--- src/rtl/pipe_hazard_ctrl.sv ---
// pipe_hazard_ctrl: central stall/flush controller for the five-stage pipeline.
// Drives the PC and pipeline-register enables/flushes. It handles load-use
// hazards, taken-branch redirects and multi-cycle data-memory accesses with a
// req/ack handshake. It also flags memory timeouts and counts stall cycles.
//
// Ports:
//   clk, rst_n            clock, synchronous active-low reset
//   ID_rs1/ID_rs2         source registers of the ID instruction
//   ID_use_rs1/ID_use_rs2 ID instruction actually reads rs1/rs2
//   EX_MemRead, EX_rd     EX instruction is a load, and its destination
//   EX_branch_taken       EX resolved a taken branch/jump
//   MEM_access, dmem_ack  MEM instruction touches dmem, dmem completes access
//   dmem_req              data-memory request
//   pc_en, *_en           PC and pipeline-register load enables
//   IF_ID_flush/ID_EX_flush  load a NOP bubble
//   MEM_WB_bubble         MEM/WB captures RegWrite=0, MemtoReg=0
//   mem_err               sticky memory-timeout flag
//   stall_cycles          saturating count of cycles with pc_en=0
module pipe_hazard_ctrl #(
   parameter int unsigned REG_ADDR_WIDTH = 5,
   parameter int unsigned MAX_WAIT       = 16,
   parameter int unsigned CNT_WIDTH      = 32
) (
   input  logic                      clk,
   input  logic                      rst_n,
   input  logic [REG_ADDR_WIDTH-1:0] ID_rs1,
   input  logic [REG_ADDR_WIDTH-1:0] ID_rs2,
   input  logic                      ID_use_rs1,
   input  logic                      ID_use_rs2,
   input  logic                      EX_MemRead,
   input  logic [REG_ADDR_WIDTH-1:0] EX_rd,
   input  logic                      EX_branch_taken,
   input  logic                      MEM_access,
   input  logic                      dmem_ack,
   output logic                      dmem_req,
   output logic                      pc_en,
   output logic                      IF_ID_en,
   output logic                      ID_EX_en,
   output logic                      EX_MEM_en,
   output logic                      IF_ID_flush,
   output logic                      ID_EX_flush,
   output logic                      MEM_WB_bubble,
   output logic                      mem_err,
   output logic [CNT_WIDTH-1:0]      stall_cycles
);

   // Wait counter only needs to reach MAX_WAIT-1; keep at least one bit.
   localparam int unsigned WAIT_W = (MAX_WAIT > 1) ? $clog2(MAX_WAIT) : 1;
   localparam logic [WAIT_W-1:0] WAIT_LAST = WAIT_W'(MAX_WAIT - 1);

   typedef enum logic [0:0] {
      RUN      = 1'b0,
      MEM_WAIT = 1'b1
   } state_t;

   state_t              state_q, state_d;
   logic [WAIT_W-1:0]   wait_q, wait_d;
   logic                set_err;
   logic                mem_hold;
   logic                lu;

   // Load-use hazard: ID reads a register that the load in EX has not yet produced.
   assign lu = EX_MemRead && (EX_rd != '0) &&
               ((ID_use_rs1 && (ID_rs1 == EX_rd)) ||
                (ID_use_rs2 && (ID_rs2 == EX_rd)));

   // State, wait counter, sticky error and stall counter.
   always_ff @(posedge clk) begin
      if (!rst_n) begin
         state_q      <= RUN;
         wait_q       <= '0;
         mem_err      <= 1'b0;
         stall_cycles <= '0;
      end else begin
         state_q <= state_d;
         wait_q  <= wait_d;
         if (set_err) begin
            mem_err <= 1'b1;
         end
         if (!pc_en && (stall_cycles != '1)) begin
            stall_cycles <= stall_cycles + CNT_WIDTH'(1);
         end
      end
   end

   // Next state and combinational pipeline controls.
   always_comb begin
      state_d       = state_q;
      wait_d        = wait_q;
      set_err       = 1'b0;
      mem_hold      = 1'b0;
      dmem_req      = 1'b0;
      pc_en         = 1'b1;
      IF_ID_en      = 1'b1;
      ID_EX_en      = 1'b1;
      EX_MEM_en     = 1'b1;
      IF_ID_flush   = 1'b0;
      ID_EX_flush   = 1'b0;
      MEM_WB_bubble = 1'b0;

      if (rst_n) begin
         unique case (state_q)
            RUN: begin
               dmem_req = MEM_access;
               if (MEM_access && !dmem_ack) begin
                  mem_hold = 1'b1;
                  state_d  = MEM_WAIT;
                  wait_d   = '0;
               end
            end
            MEM_WAIT: begin
               dmem_req = 1'b1;
               if (dmem_ack) begin
                  state_d = RUN;
                  wait_d  = '0;
               end else if (wait_q == WAIT_LAST) begin
                  // Timeout: abandon the access and let the pipeline advance.
                  set_err = 1'b1;
                  state_d = RUN;
                  wait_d  = '0;
               end else begin
                  mem_hold = 1'b1;
                  wait_d   = wait_q + WAIT_W'(1);
               end
            end
            default: begin
               state_d = RUN;
               wait_d  = '0;
            end
         endcase

         // Memory stall freezes everything, so branch/lu wait until it clears.
         if (mem_hold) begin
            pc_en         = 1'b0;
            IF_ID_en      = 1'b0;
            ID_EX_en      = 1'b0;
            EX_MEM_en     = 1'b0;
            MEM_WB_bubble = 1'b1;
         end else if (EX_branch_taken) begin
            // The ID instruction is discarded, so a pending lu is moot.
            IF_ID_flush = 1'b1;
            ID_EX_flush = 1'b1;
         end else if (lu) begin
            pc_en       = 1'b0;
            IF_ID_en    = 1'b0;
            ID_EX_flush = 1'b1;
         end
      end
   end

endmodule

--- config.mk ---
export PLATFORM = sky130hd
export DESIGN_NAME = pipe_hazard_ctrl
export DESIGN_NICKNAME = d
export VERILOG_FILES = /design/src/rtl/pipe_hazard_ctrl.sv
export SDC_FILE = /design/constraint.sdc
export NUM_CORES = 1
export LEC_CHECK = 0
export BUFFER_PORTS_ARGS = -buffer_cell sky130_fd_sc_hd__buf_2
export CORE_MARGIN = 4
export CORE_UTILIZATION = 52
export DETAILED_ROUTE_END_ITERATION = 8
export GPL_ROUTABILITY_DRIVEN = 0
export GPL_TIMING_DRIVEN = 0
export PLACE_DENSITY = 0.9
export SLEW_MARGIN = 20
export SYNTH_ARGS = -nofsm -noshare
export SYNTH_HDL_FRONTEND = slang
export SYNTH_SLANG_ARGS = --single-unit
--- constraint.sdc ---
create_clock -name clk -period 2.4 [get_ports clk]
set_input_delay 0.36 -clock clk [delete_from_list [all_inputs] [get_ports clk]]
set_output_delay 0.36 -clock clk [all_outputs]
set_load 0.1 [all_outputs]
==> impl.org, run 1 <==
** Outcome
- The run finished with clean final reports.

** Logic synthesis
- Among all flip-flop cells after synthesis, the most frequent one is dfxtp_1.
- Top-area cell type share of the netlist area :: between 30% and 40%
- Leading area contributor after synthesis :: dfxtp_1
- Post-synth net total :: 285
- After synthesis, the most frequently instantiated cells are dfxtp_1, a21oi_1, nand4_1.
- Sorting the synthesized cells by area gives the leading types as dfxtp_1, a21oi_1, nand4_1, o31ai_1, or3_1.
- dfxtp_1 is the most common cell in the netlist.
- The number of different library cells used by synthesis comes to 43.
- Sequential element share of the synthesized area :: a little over a third
- Mean cell area of the mapped netlist :: 8.36 µm²
- For this run, asynchronously set or reset flops after synthesis account for 0%.
- Number of flops mapped to enable cells by yosys :: 0
- In this run the cell area of the synthesized design comes to roughly 0.0022 mm².
- During synthesis, Yosys emitted a total of 0 warnings.
- Post-synthesis register bit count :: 38
- Number of cells produced by synthesis :: 260

** Setup path
- CP Class :: reg -> out
- In this run the worst path has a maximum fanout of 4.
- The most critical setup path has its startpoint at wait_q[1]$_SDFFE_PN0P_.
- STA classifies the critical path endpoint as an output pin.
- Launch point of the worst reg-to-reg path :: wait_q[1]$_SDFFE_PN0P_
- CP startpoint kind :: register
- Critical path arrival :: between 1.5 and 2 ns
- Data required time of the critical path :: 2.04 ns

** Die
- The die covers between 0.005 and 0.006 mm².
- The initial utilization of the core area, before any placement, comes to 53.9%.
- In this run the core area contains 23 standard-cell rows.
- Vertical die dimension :: a little over 70 µm
- Io pins :: 64
- Die extent in x :: 72.7 µm
- Area of the core :: between 0.004 and 0.005 mm²

** Pwr
- Of the total power, registers draw between 40% and 50%.
- Power comes to about 1.4 mW.
- For this design the static power due to leakage is 1.10 nW.
- The analysis attributes to net switching a power of between 300 and 400 µW.
- Total power per unit cell area :: 492 mW/mm²
- Combinational cells account for 16.0% of the total power.
- The clock network is responsible for approximately 38% of the overall power.
- Switching power as a share of total power :: 28.2%
- Int Power :: ~990 µW
- Across the VDD grid, the largest voltage drop is approximately 0.00041 V.

** Timing
- The worst path needs about 2.3 ns of the cycle, external delays included.
- FMAX :: around 430 MHz
- Tightest Pin Transition :: between 0.5 and 0.6 ns
- The max-slew violation count came to 0.
- In the post-route analysis, the smallest setup slack over all paths is approximately 0.071 ns.
- Final hold analysis gives a worst-case slack of ~0.4 ns.
- Setup violations remaining at the end of the flow were counted as 0.
- Measured against its own limit, the worst slew margin works out to between 60% and 70%.
- Final Cycle Share :: 97.1%
- Setup clock skew after layout :: ~0.0073 ns
- Number of hold violations in the final report :: 0
- Unrepaired setup endpoints after global routing :: no

** Cells and area
- Across the whole layout, storage elements account for between 700 and 800 µm².
- For this run, the number of standard cells in the final layout without fillers is between 300 and 400.
- Compared with the post-synthesis result, the final layout area differs by 29.5%.
- Area used by multi-input combinational logic :: between 0.001 and 0.0015 mm²
- Fill cell count :: 325
- At the end of the flow, the number of nets in the layout was roughly 360.
- 0 antenna diodes ended up in the layout.
- Cells with a size suffix above 1 make up about 37% of the layout.

** Placement
- Worst slack at placement :: -0.314 ns
- Counting tap cells, the placed design contains a total of ~370 instances.
- HPWL after DPL :: around 4200 µm
- In this run the tool buffered the top-level ports with 63 buffer cells.

** Global routing
- Total routing resource utilization after global routing :: between 20% and 30%
- Overflow left after global routing :: 0
- Number of global-route vias before repair :: ~2100
- Wire length of the first global-routing pass :: 9470 µm
- Maximum number of pins on one net before global-route repair :: 12
- Antenna violations before repair :: 0

** Run
- Number of violations of the max-capacitance limit :: 0

** Drt
- Antenna-violating nets left :: 0
- DR iter-0 viols :: around 200
- After detailed routing, the number of vias per cell comes to about 6.1.
- Wire length per cell :: approximately 16 µm
- First drt pass iteration count :: 5
- For this run, design rule violations remaining after detail routing come to 0.
- Total number of vias :: 2384
- Detailed-route wire length :: 6150 µm

** Min path
- The startpoint identified for the worst hold timing path is rst_n.
- The min-delay analysis places its worst path in the category in -> reg.

** Clock tree
- Inserted Clock Buffers :: 5
- TritonCTS built the clock tree.
- Number of buffers on the longest clock path :: 2
- Clock tree synthesis found a total of 38 sinks.
- Clock transition time at the flip-flop clock pins of the worst setup and hold paths :: ~0.070 ns
- Clock Latency Late Sink :: ~0.30 ns
- The H-tree generated during clock tree synthesis spans 2 levels.
- Hold_buf cts :: 0
- Buffer type at the clock tree root :: clkbuf_8
## registers in the layout (all words and copies together) (netlist names)
name	cells
stall_cycles	32
wait_q	4
state_q	1
mem_err	1
## final cells by class
type / count / share of cell area [%]
Buffer: 18 / 4.22
Clock buffer: 8 / 3.91
Inverter: 8 / 1.51
Multi-Input combinational cell: 195 / 45.9
Sequential cell: 38 / 27.9
Tap cell: 50 / 2.22
Timing Repair Buffer: 71 / 14.4
## critical path, cell delays in order (launching register included)
cell      delay (ns)
dfxtp_2         0.36
ha_4            0.17
and3_4          0.19
a211oi_4        0.32
nand2_8         0.09
buf_4           0.15
buf_4           0.12
clkbuf_4        0.27
## timing repair
item	4_1_cts	5_1_grt
pin swaps	3	1
buffers inserted	5	3
resized for setup	9	5
endpoints found under the setup margin	3	4
## cell usage in the layout (no fill, tap or decap), drive strengths merged, types with 9 or more instances in the layout
| master | netlist | layout |
|---|---|---|
| a21oi | 27 | 27 |
| buf | 12 | 80 |
| clkbuf | 7 | 17 |
| dfxtp | 38 | 38 |
| nand2 | 13 | 13 |
| nand3 | 12 | 12 |
| nand4 | 22 | 22 |
| nor2 | 12 | 12 |
| o21ai | 17 | 17 |
| o31ai | 12 | 12 |
| or3 | 14 | 14 |
| or4 | 9 | 9 |
| xnor2 | 10 | 10 |
## per-layer routing
metal / wire (µm) / global-route usage [%]
met5: 0 / 0
met4: 191 / 11.7
met3: 488 / 5.10
met2: 3010 / 36.8
met1: 2460 / 28.2
## stage by stage
stage / cell area, µm² / TNS [ns] / utilization [%]
finish: 2820 / 0 / 69.9
global route: 2820 / 0 / 69.9
CTS: 2780 / 0 / 68.9
detailed placement: 2610 / -0.560 / 64.8
global placement: 2610 / -0.524 / 64.8
floorplan: 2230 / -0.0336 / -
## power groups by stage
stage                     Clock, mW  Sequential [mW]  Combinational [mW]
final                         0.524            0.639               0.222
after global routing          0.548            0.640               0.234
after CTS                     0.527            0.639               0.215
after detailed placement          0            0.654               0.205
after global placement            0            0.654               0.203
after floorplan                   0            0.675               0.131
## cell families (layout without fill, tap and decap cells)
family          Yosys count  after routing  synth area share (%)
simple gates            108            108                  29.8
compound gates           70             70                  20.8
flops                    38             38                  35.0
buf+inv                  27            105                  6.91
xor+xnor                 11             11                  4.43
mux                       4              4                  1.84
fa+ha+maj                 2              2                  1.15
## worst paths after layout
check	end	slack (ns)	cells past startpoint
worst max-delay path	ID_EX_en	0.07	7
worst min-delay path	stall_cycles[12]$_SDFFE_PN0P_	0.39	3
worst max register to register	stall_cycles[22]$_SDFFE_PN0P_	0.11	10
worst min register to register	mem_err$_SDFFE_PN0P_	0.48	2
(Power assumes the default switching activity.)
==> run 2: changes to the inputs <==
CELL_PAD_IN_SITES_DETAIL_PLACEMENT = 1   (was default)
CELL_PAD_IN_SITES_GLOBAL_PLACEMENT = 1   (was default)
CORE_UTILIZATION = 37   (was 52)
PLACE_DENSITY = 0.89   (was 0.9)
==> run 2 against run 1 <==
Effect of this change:
- sequential share of layout area rose by 0.13 points
- core utilization is 20 points lower
- worst hold slack gained 0.036 ns
- wire length rose by 22%
- register-to-register slack worse by 0.03 ns
==> impl.org, run 2 (synthesized netlist as in run 1, its figures left out) <==
** Setup path
- CP Class :: in -> out
- The number of cells on the worst reg-to-reg path is 10.
- Critical path arrival :: between 1.5 and 2 ns
- Along the worst path, the maximum fanout reaches 12.
- Launch point of the worst reg-to-reg path :: wait_q[1]$_SDFFE_PN0P_
- Data required time of the critical path :: roughly 2.0 ns
- The worst register-to-register path ends at stall_cycles[22]$_SDFFE_PN0P_.
- CP startpoint kind :: input port
- Across all register-to-register paths, the minimum setup slack is 0.08 ns.
- STA classifies the critical path endpoint as an output pin.

** Placement
- Placed Instances :: just under 400
- HPWL after DPL :: 5510 µm
- The count of buffers added on input and output ports is between 60 and 70.

** Timing
- Worst Hold Slack :: roughly 0.43 ns
- Number of max-slew violations in the final report :: 0
- Setup clock skew after layout :: ~0.0044 ns
- Tightest Pin Transition :: between 0.5 and 0.6 ns
- Worst slew margin relative to its limit :: 61.1%
- Number of setup violations in the final report :: 0
- Setup repair after global routing left no endpoint under its margin.
- Min Tclk post-route :: between 2 and 2.5 ns
- Number of hold violations in the final report :: 0
- Static timing analysis puts the maximum clock frequency at between 400 and 500 MHz.
- After layout, the worst path uses a little over nine tenths of the clock period.

** Die
- Die Area :: 0.00716 mm²
- The initial utilization of the core area, before any placement, comes to around two fifths.
- Area of the core :: approximately 0.0056 mm²
- Die extent in x :: 84.6 µm
- Vertical die dimension :: about 85 µm
- In this run the core area contains 27 standard-cell rows.
- For this design the top-level I/O count stands at 64.

** Min path
- The worst hold path begins at rst_n.
- The path class of the tightest hold or removal check is in -> reg.
- Min-Delay Path Depth :: 3
- The worst hold path terminates at stall_cycles[29]$_SDFFE_PN0P_.

** Cells and area
- The number of antenna diodes in the final layout is 0.
- Cells fill between 50% and 60% of the core in the end.
- Number of flip-flops in the largest register :: 32
- Counting flops per register, the top entry is stall_cycles.
- Net count reported at finish :: 361
- Most frequent cells in the layout :: buf_2, a21oi_1, nand4_1, dfxtp_1, dfxtp_2
- Leaving out fill and tap cells, the most frequent cell in the layout is buf_2.
- From synthesis to final layout, the design area changed by 29.8%.
- The post-route netlist has between 30 and 40% of its cells at a drive strength greater than 1.
- Largest registers :: stall_cycles x32, wait_q x4
- Leaving out filler cells and counting taps, the final layout contains between 400 and 500.

** Drt
- Total number of vias :: roughly 2400
- Final routed DRC violation total :: 0
- Detailed-route wire length :: around 7500 µm
- The pre-antenna-repair detailed-routing pass consisted of 4 iterations.
- Wire length per cell :: between 15 and 20 µm
- The detail route stage leaves a number of antenna-violating nets equal to 0.
- The detailed router finished its first iteration with approximately 220 violations.
- Detail-routed via count per cell :: around 5.8

** Pwr
- For this design the ratio of total power to cell area is ~470 mW/mm².
- Across the VDD grid, the largest voltage drop is around 0.00043 V.
- Static leakage :: ~1.1 nW
- The completed layout was analyzed and its total power is about 1.3 mW.

** Clock tree
- Buffer type at the clock tree root :: clkbuf_8
- Hold_buf cts :: 0
- Counting every sink on the clock net gives 38.
- TritonCTS created 5 clock buffers.
- In this run the number of H-tree levels came out at 2.
- Clock-pin slew was measured on the worst setup and hold paths at about 0.080 ns.
- Number of buffers on the longest clock path :: 2
- Clock tree from TritonCTS :: yes
- The clock reaches the later pin of the worst-skew pair after around 0.30 ns.

** Global routing
- Global routing consumed, over all layers together, between 20% and 30% of the routing resources.
- Number of global-route vias before repair :: between 2000 and 3000
- Maximum number of pins on one net before global-route repair :: 13
- Global routing finished with a remaining overflow of 0.
- Antenna violations before repair :: 0
- Wire length of the first global-routing pass :: roughly 13000 µm

** Outcome
- The run finished with clean final reports.

** Run
- Across the run, the number of max-cap violations was 0.
-- run 2: worst max-delay path: stages --
cell	delay, ns
buf_2	0.13
or4_1	0.59
o21ai_2	0.19
nor3_2	0.08
a21oi_4	0.17
buf_6	0.18
buf_8	0.11
buf_12	0.16
-- run 2: worst max-delay path by stage --
stage,startpoint,end
finish,EX_rd[1],pc_en
global route,EX_rd[1],pc_en
CTS,wait_q[0]$_SDFFE_PN0P_,ID_EX_en
detailed placement,EX_rd[1],pc_en
global placement,EX_rd[1],pc_en
floorplan,wait_q[0]$_SDFFE_PN0P_,pc_en
-- run 2: layer usage --
metal / track usage (%) / share of wire [%]
met5: 0 / 0
met4: 7.48 / 2.2
met1: 24.4 / 42
met3: 3.53 / 4.1
met2: 40.9 / 52
-- run 2: where the power goes --
part	total [mW]	internal (mW)	leakage, nW	switching (mW)
sequential	0.638	0.632	0.317	0.00549
combinational	0.226	0.0667	0.727	0.160
clock	0.465	0.232	0.0482	0.233
-- run 2: layout make-up --
cell class	count	area (µm²)
tap	72	90.1
clock buffer	7	86.3
timing repair buffer	70	394
buffer	18	116
sequential	38	791
fill	723	2790
clock inverter	1	5.00
multi-input combinational	195	1290
inverter	8	42.5
-- run 2: repair_timing --
action | CTS | global route
resized for setup | 11 | 7
setup buffers | 7 | 0
pin swaps | 2 | 0
setup endpoints to repair | 4 | 5
-- run 2: per-stage QoR --
stage / cell area [µm²] / setup TNS (ns) / setup WS [ns]
3_3_place_gp: 2640 / -0.585 / -0.326
5_1_grt: 2820 / 0 / 0.00284
2_1_floorplan: 2230 / -0.0336 / -0.0336
4_1_cts: 2810 / 0 / 0.0413
6_report: 2820 / 0 / 0.0695
3_5_place_dp: 2640 / -0.685 / -0.377
